**src/rtl/hud_counter_bank.sv**
```systemverilog
// hud_counter_bank: bank of NCH saturating game-stat registers written over an
// Avalon slave port, with a once-per-frame sequential double-dabble sweep that
// converts a snapshot of every channel into NDIG BCD digits for the HUD renderer.
// Optional build macro HUD_LEADING_ZERO_BLANK_EN replaces leading zero digits
// (above the units digit) with the blank glyph code 4'hF when a result is stored.
module hud_counter_bank #(
    parameter int NCH    = 4,
    parameter int VAL_W  = 8,
    parameter int NDIG   = 3,
    parameter int ADDR_W = 4,
    localparam int SEL_W = (NCH > 1) ? $clog2(NCH) : 1
) (
    input  logic              clk,
    input  logic              reset,
    input  logic              chipselect,
    input  logic              write,
    input  logic [ADDR_W-1:0] address,
    input  logic [31:0]       writedata,
    input  logic              frame_start,
    input  logic [SEL_W-1:0]  rd_sel,
    output logic [NDIG*4-1:0] digit_bcd,
    output logic              busy,
    output logic              frame_done
);

    localparam int DW    = NDIG * 4;
    localparam int CNT_W = $clog2(VAL_W);
    localparam logic [SEL_W-1:0] LAST_CH = SEL_W'(NCH - 1);
    localparam logic [31:0]      MAX_DEC = 32'(10 ** NDIG - 1);
    localparam logic [VAL_W-1:0] VAL_MAX = {VAL_W{1'b1}};

    typedef enum logic [2:0] {
        ST_IDLE  = 3'd0,
        ST_LOAD  = 3'd1,
        ST_SHIFT = 3'd2,
        ST_STORE = 3'd3,
        ST_NEXT  = 3'd4
    } state_t;

    state_t             state_r, state_s;
    logic [VAL_W-1:0]   value_r [NCH];
    logic [VAL_W-1:0]   snap_r  [NCH];
    logic [DW-1:0]      bank_r  [NCH];
    logic [SEL_W-1:0]   ch_r;
    logic [VAL_W-1:0]   shift_r;
    logic [DW-1:0]      acc_r;
    logic [DW-1:0]      acc_adj_s;
    logic [CNT_W-1:0]   cnt_r;
    logic               ovf_r;
    logic               busy_r;
    logic               frame_done_r;
    logic               wr_en_s;
    logic               take_frame_s;
    logic               rd_ok_s;
    logic               unused_s;

    // Saturating update of one stat register for a given opcode.
    function automatic logic [VAL_W-1:0] sat_op(input logic [VAL_W-1:0] cur,
                                                input logic [1:0]       op,
                                                input logic [VAL_W-1:0] opnd);
        logic [VAL_W:0] sum;
        logic [VAL_W-1:0] res;
        sum = {1'b0, cur} + {1'b0, opnd};
        case (op)
            2'b00:   res = opnd;
            2'b01:   res = sum[VAL_W] ? VAL_MAX : sum[VAL_W-1:0];
            2'b10:   res = (opnd > cur) ? {VAL_W{1'b0}} : (cur - opnd);
            2'b11:   res = {VAL_W{1'b0}};
            default: res = cur;
        endcase
        return res;
    endfunction

    // Double-dabble correction: add 3 to every nibble that is 5 or more.
    function automatic logic [DW-1:0] add3_all(input logic [DW-1:0] a);
        logic [DW-1:0] r;
        r = a;
        for (int i = 0; i < NDIG; i++) begin
            if (a[i*4 +: 4] >= 4'd5) begin
                r[i*4 +: 4] = a[i*4 +: 4] + 4'd3;
            end else begin
                r[i*4 +: 4] = a[i*4 +: 4];
            end
        end
        return r;
    endfunction

    // Final word written into the bank: clamp to all nines, optionally blank leading zeros.
    function automatic logic [DW-1:0] store_word(input logic [DW-1:0] acc, input logic ovf);
        logic [DW-1:0] r;
        logic          lead;
        r = ovf ? {NDIG{4'h9}} : acc;
        lead = 1'b1;
`ifdef HUD_LEADING_ZERO_BLANK_EN
        for (int i = NDIG - 1; i >= 1; i--) begin
            if (lead && (r[i*4 +: 4] == 4'h0)) begin
                r[i*4 +: 4] = 4'hF;
            end else begin
                lead = 1'b0;
            end
        end
`else
        lead = lead & 1'b0;
`endif
        return r;
    endfunction

    assign wr_en_s      = chipselect && write && (int'(address) < NCH);
    assign take_frame_s = frame_start && (state_r == ST_IDLE);
    assign acc_adj_s    = add3_all(acc_r);
    assign rd_ok_s      = (int'(rd_sel) < NCH);
    assign digit_bcd    = rd_ok_s ? bank_r[rd_sel] : {DW{1'b0}};
    assign busy         = busy_r;
    assign frame_done   = frame_done_r;
    assign unused_s     = ^writedata[29:VAL_W];

    // Stat registers take host writes; snapshot captures pre-write values at frame start.
    always_ff @(posedge clk) begin
        for (int i = 0; i < NCH; i++) begin
            if (!reset) begin
                value_r[i] <= {VAL_W{1'b0}};
                snap_r[i]  <= {VAL_W{1'b0}};
            end else begin
                if (wr_en_s && (int'(address) == i)) begin
                    value_r[i] <= sat_op(value_r[i], writedata[31:30], writedata[VAL_W-1:0]);
                end
                if (take_frame_s) begin
                    snap_r[i] <= value_r[i];
                end
            end
        end
    end

    // Sweep state register.
    always_ff @(posedge clk) begin
        if (!reset) begin
            state_r <= ST_IDLE;
        end else begin
            state_r <= state_s;
        end
    end

    // Next-state logic for the conversion sweep.
    always_comb begin
        state_s = state_r;
        case (state_r)
            ST_IDLE: begin
                if (frame_start) begin
                    state_s = ST_LOAD;
                end else begin
                    state_s = ST_IDLE;
                end
            end
            ST_LOAD:  state_s = ST_SHIFT;
            ST_SHIFT: begin
                if (cnt_r == {CNT_W{1'b0}}) begin
                    state_s = ST_STORE;
                end else begin
                    state_s = ST_SHIFT;
                end
            end
            ST_STORE: state_s = ST_NEXT;
            ST_NEXT: begin
                if (ch_r == LAST_CH) begin
                    state_s = ST_IDLE;
                end else begin
                    state_s = ST_LOAD;
                end
            end
            default: state_s = ST_IDLE;
        endcase
    end

    // Conversion datapath: channel index, shift register, BCD accumulator and bank.
    always_ff @(posedge clk) begin
        if (!reset) begin
            ch_r    <= {SEL_W{1'b0}};
            shift_r <= {VAL_W{1'b0}};
            acc_r   <= {DW{1'b0}};
            cnt_r   <= {CNT_W{1'b0}};
            ovf_r   <= 1'b0;
            for (int i = 0; i < NCH; i++) begin
                bank_r[i] <= {DW{1'b0}};
            end
        end else begin
            case (state_r)
                ST_IDLE: ch_r <= {SEL_W{1'b0}};
                ST_LOAD: begin
                    shift_r <= snap_r[ch_r];
                    acc_r   <= {DW{1'b0}};
                    cnt_r   <= CNT_W'(VAL_W - 1);
                    ovf_r   <= ({{(32-VAL_W){1'b0}}, snap_r[ch_r]} > MAX_DEC);
                end
                ST_SHIFT: begin
                    acc_r   <= {acc_adj_s[DW-2:0], shift_r[VAL_W-1]};
                    shift_r <= {shift_r[VAL_W-2:0], 1'b0};
                    cnt_r   <= cnt_r - {{(CNT_W-1){1'b0}}, 1'b1};
                end
                ST_STORE: bank_r[ch_r] <= store_word(acc_r, ovf_r);
                ST_NEXT: begin
                    if (ch_r != LAST_CH) begin
                        ch_r <= ch_r + {{(SEL_W-1){1'b0}}, 1'b1};
                    end
                end
                default: ch_r <= {SEL_W{1'b0}};
            endcase
        end
    end

    // Registered status outputs; reset aborts a sweep without a done pulse.
    always_ff @(posedge clk) begin
        if (!reset) begin
            busy_r       <= 1'b0;
            frame_done_r <= 1'b0;
        end else begin
            busy_r       <= (state_s != ST_IDLE);
            frame_done_r <= (state_r == ST_NEXT) && (ch_r == LAST_CH);
        end
    end

endmodule

```
**config.mk**
```make
export PLATFORM = sky130hd
export DESIGN_NAME = hud_counter_bank
export DESIGN_NICKNAME = d
export VERILOG_FILES = /design/src/rtl/hud_counter_bank.sv
export SDC_FILE = /design/constraint.sdc
export NUM_CORES = 1
export LEC_CHECK = 0
export CAP_MARGIN = 25
export CORE_MARGIN = 2
export CORE_UTILIZATION = 60
export CTS_CLUSTER_DIAMETER = 80
export DETAILED_ROUTE_END_ITERATION = 7
export GPL_ROUTABILITY_DRIVEN = 1
export PLACE_DENSITY_LB_ADDON = 0.2
export SLEW_MARGIN = 20
export SYNTH_ARGS = -nofsm -noshare
export SYNTH_HDL_FRONTEND = slang
export SYNTH_SLANG_ARGS = --single-unit
```
**constraint.sdc**
```tcl
create_clock -name clk -period 4.4 [get_ports clk]
set_clock_uncertainty 0.2 [all_clocks]
set_input_delay 0.88 -clock clk [delete_from_list [all_inputs] [get_ports clk]]
set_output_delay 0.88 -clock clk [all_outputs]
set_load 0.01 [all_outputs]
```
Word-level counts from Yosys, hierarchy flattened
Memory sizes are Yosys's and may differ from the RTL's. A register that Yosys moved wholly into a read port is not among the register bits.
Cells that the tools add are included.
{ "op_classes": {"add_sub_neg": 13, "magnitude_cmp": 8, "n_eq_ne": 13, "mux": 64, "bitwise_logic": 9, "reduce_logical": 17} }
{ "ops": {"columns": ["cell", "count"], "rows": [
  ["$mux 8", 24],
  ["$pmux 8 s4", 4],
  ["$add 8x8->9", 4],
  ["$gt 8x8->1", 4],
  ["$sub 8x8->8", 4],
  ["$pmux 12 s2", 1],
  ["$mux 1", 23],
  ["$pmux 8 s2", 1],
  ["$pmux 3 s5", 1],
  ["$ge 4x3->1 const B", 3],
  ["$mux 12", 1],
  ["$reduce_or 12->1", 1],
  ["$add 4x2->4 const B", 2],
  ["$eq 4x3->1 const B", 2],
  ["$logic_and 1x1->1", 8],
  ["$mux 2", 4],
  ["$mux 4", 2],
  ["$or 1x1->1", 8],
  ["$eq 2x2->1 const B", 3],
  ["$eq 3x2->1 const B", 2],
  ["$logic_not 3->1", 2],
  ["$pmux 3 s2", 1],
  ["$eq 4x2->1 const B", 1],
  ["$logic_not 4->1", 1],
  ["other kinds (16)", 17]
]} }
{ "word_totals": {"regBits": 30, "mem_bits_rw": 112, "inputBits": 43, "out_inout_bits": 14, "word_cells": 134, "n_memories": 3} }
{ "mem_list": {"columns": ["name", "words", "width", "read_ports", "rd_ports_with_merged_regs", "write_ports", "line", "text"], "rows": [
  ["bank_r", 4, 12, 1, 0, 4, "43", "logic [DW-1:0] bank_r [NCH];"],
  ["snap_r", 4, 8, 1, 1, 4, "42", "logic [VAL_W-1:0] snap_r [NCH];"],
  ["value_r", 4, 8, 4, 0, 4, "41", "logic [VAL_W-1:0] value_r [NCH];"]
]} }

Depth between registers and ports, before layout
{ "depth": {"word_depth": 7, "depth_mapped": 9, "ltp_nobuf": 9} }

Least setup slack after synthesis
No wires, ideal clock.
{ "synth_path": {"kind": "input -> register", "start": "input port frame_start", "end": "memory snap_r[0][0] (enable)", "setup_ns": 0.466, "arrival_time_ns": 3.357, "t_required_ns": 3.734, "path_slack_ns": 0.377, "cell_stages": 2, "n_path_buf": 0, "path_cell_list": "nand2_1 -> o21ai_0"} }
{ "synth_rtl": {"columns": ["item", "line", "text"], "rows": [
  ["start: declaration", "19", "input logic frame_start,"],
  ["end: declaration", "42", null]
]} }

Worst setup path in the final report
{ "layout_path": {"start": "input port rd_sel[1]", "end": "output port digit_bcd[4]"} }
{ "layout_between": {"elab_chain_cells": 1} }
{ "layout_rtl": {"columns": ["item", "line", "text"], "rows": [
  ["start: declaration", "20", "input logic [SEL_W-1:0] rd_sel,"],
  ["$mem_v2 4x12", null, null],
  ["end: declaration", "21", "output logic [NDIG*4-1:0] digit_bcd,"]
]} }
No other way between the ends.

==> results.cfg <==
[run_status]
outcome = complete, no violations

[clocking]
cts_tree = built
cts_buffers = 17
clk_pin_slew_ps = 60
post_cts_resized = 0
hold_buffers = 0
post_cts_buffers = 0
cts_max_path_buffers = 2
root_buffer = clkbuf_16
htree_levels = 4
clkLatencyLatePin_ps = 430
cts_sinks = 144

[layout]
finalInstanceArea_sq_um = 10800
syn_to_final_growth_pct = 12.4
drive_gt1_share_pct = 10.8
finalCoreUtilization_pct = 68.5
layout.cells.non_filler = 1217
final_nets = 1116
fillers = 1223
antennaDiodeCount = 0

[global_route]
grt_max_degree = 33
grt_pass1_wl_um = 37500
grt_pass1_vias = 7082
grt_overflow_total = 0
grtUsageTotal_pct = 29.6
antenna_found_initial = 0

[yosys]
synth_top_cell_by_area = edfxtp_1
syn_area_per_cell_sq_um = 10.1
synth.distinct_cells = 72
synth_nets = 1076
synth_seq_area_share_pct = 41.8
synth_common_cells = edfxtp_1 (112), nor2_1 (88), ha_1 (77)
synth_edf_count = 112
synth_top_area_share_pct = 35.1
synth_top_cells_by_area = edfxtp_1 (35%), ha_1 (10%), dfxtp_1 (6.7%)
async_flop_share_pct = 0
ys_seq_elements = 144
synth_ff_type = edfxtp_1
synthCells = 948
synth_warnings = 0
yosysMostFrequentCell = edfxtp_1
netlist_area_sq_um = 9570

[critical_path]
start_kind = input port
worstSetupPathType = input port to output pin
max_stage_delay_ps = 880
cp.arrival_ps = 2680
endpoint_kind = output pin
cp.required_ps = 3320
crit_chain = clkdlybuf4s50_1, mux4_2, clkdlybuf4s50_1
critPathSlowestCell = clkdlybuf4s50_1
cp_common_cell = clkdlybuf4s50_1
r2r_cells = 8
path_max_fanout = 12

[power]
power_mw = 3.57
ir_worst_vdd_mv = 0.264
powerDensity_nw_per_um2 = 332
power_leakage_nw = 4.13

[floorplan]
die_w_um = 130
dieArea_sq_um = 17000
start_util_pct = 60.9
num_io_pins = 57
row_count = 46
core_sq_um = 15700
die_h_um = 130

[timing]
setup_viol = 0
final.period_utilization_pct = 85.5
rsz0062_at_grt = no
finalCriticalPeriod_ps = 3760
worst_slew_pin_slew_ps = 916
hold_viol = 0
finalHoldWorstSlack_ps = 275
setup_slack_ps = 638
fmax_mhz = 266
tns_ps = 0
final_max_slew_viol_count = 0
relSlewSlack_pct = 38.7

[job]
maxCapViolCount = 0

[routing]
avgRoutedWirePerCell_um = 19.6
route.detailed.drc = 0
via_per_inst = 6.11
ant_nets = 0
drt-total-wl_um = 23900
drt_iter0_markers = 698
vias = 7432
dr.pass1.iters = 6

[place]
port_buffers = 34
place_congestion = 0.963
dp_cells = 1185
place.detailed.hpwl_um = 17300
place_ws_ps = 261
post_dp_cell_area_sq_um = 10200

[hold_path]
min_path_type = flip-flop to flip-flop
hold_depth = 2
-- cell type report --
| cell class | instances | area (sq um) | area share (%) |
|---|---|---|---|
| Clock buffer | 18 | 429 | 3.99 |
| Clock inverter | 14 | 95.1 | 0.884 |
| Inverter | 53 | 199 | 1.85 |
| Multi-Input combinational cell | 706 | 5180 | 48.1 |
| Sequential cell | 144 | 4000 | 37.2 |
| Tap cell | 216 | 270 | 2.51 |
| Timing Repair Buffer | 66 | 581 | 5.40 |
-- worst paths after layout --
| kind | startpoint | slack, ps | to |
|---|---|---|---|
| max | rd_sel[1] | 640 | digit_bcd[4] |
| min | shift_r[3] | 280 | shift_r[4] |
| max reg2reg | value_r[3][0] | 1550 | value_r[3][2] |
| min reg2reg | shift_r[3] | 280 | shift_r[4] |
-- cell families after synthesis --
logic type | synth area share (%)
xor+xnor | 2.47
fa+ha+maj | 11.7
simple gates | 18.5
compound gates | 15.9
flops | 41.8
buf+inv | 4.14
mux | 5.44
-- cell usage in the layout (no fill, tap or decap), types with 7 or more instances in the layout --
master	count
and2_1	61
mux2i_1	7
a31oi_1	13
edfxtp_1	112
a22oi_1	9
dfxtp_1	32
nor3_1	33
a21o_1	7
nor4_1	7
a21oi_1	51
clkbuf_16	17
inv_1	53
nand2_1	52
fa_1	8
or2_2	8
nand3_1	12
nand2b_1	31
nor2b_1	21
o21a_1	12
nor2_1	87
buf_4	32
ha_1	77
xnor2_1	21
o21ai_0	56
mux4_2	20
clkdlybuf4s50_1	34
a311oi_1	8
-- flip-flops by register name, indices dropped and copies added (netlist names), named ones only --
| name | cells |
|---|---|
| value_r | 32 |
| shift_r | 8 |
| state_r | 3 |
| ch_r | 2 |
| cnt_r | 3 |
| bank_r | 48 |
| snap_r | 32 |
| frame_done | 1 |
| busy | 1 |
| acc_r | 12 |
-- report_power, final --
group	switching, mW	internal [mW]	leakage (nW)
registers	0.0507	1.56	1.43
logic	0.398	0.273	2.45
clock network	0.571	0.714	0.245
total	1.02	2.55	4.13
-- per-layer routing --
metal | vias up | wire (um) | global-route usage (%)
met1 | 3552 | 10100 | 38.1
met3 | 74 | 1500 | 5.78
li1 | 3511 | - | -
met4 | 0 | 1010 | 14.3
met2 | 295 | 11300 | 48.3
met5 | - | 0 | 0
-- worst max-delay path, delay by kind of cell --
family | cells | cell delay [ps]
buf+inv | 2 | 1380
mux | 1 | 420
(Power assumes the default switching activity.)
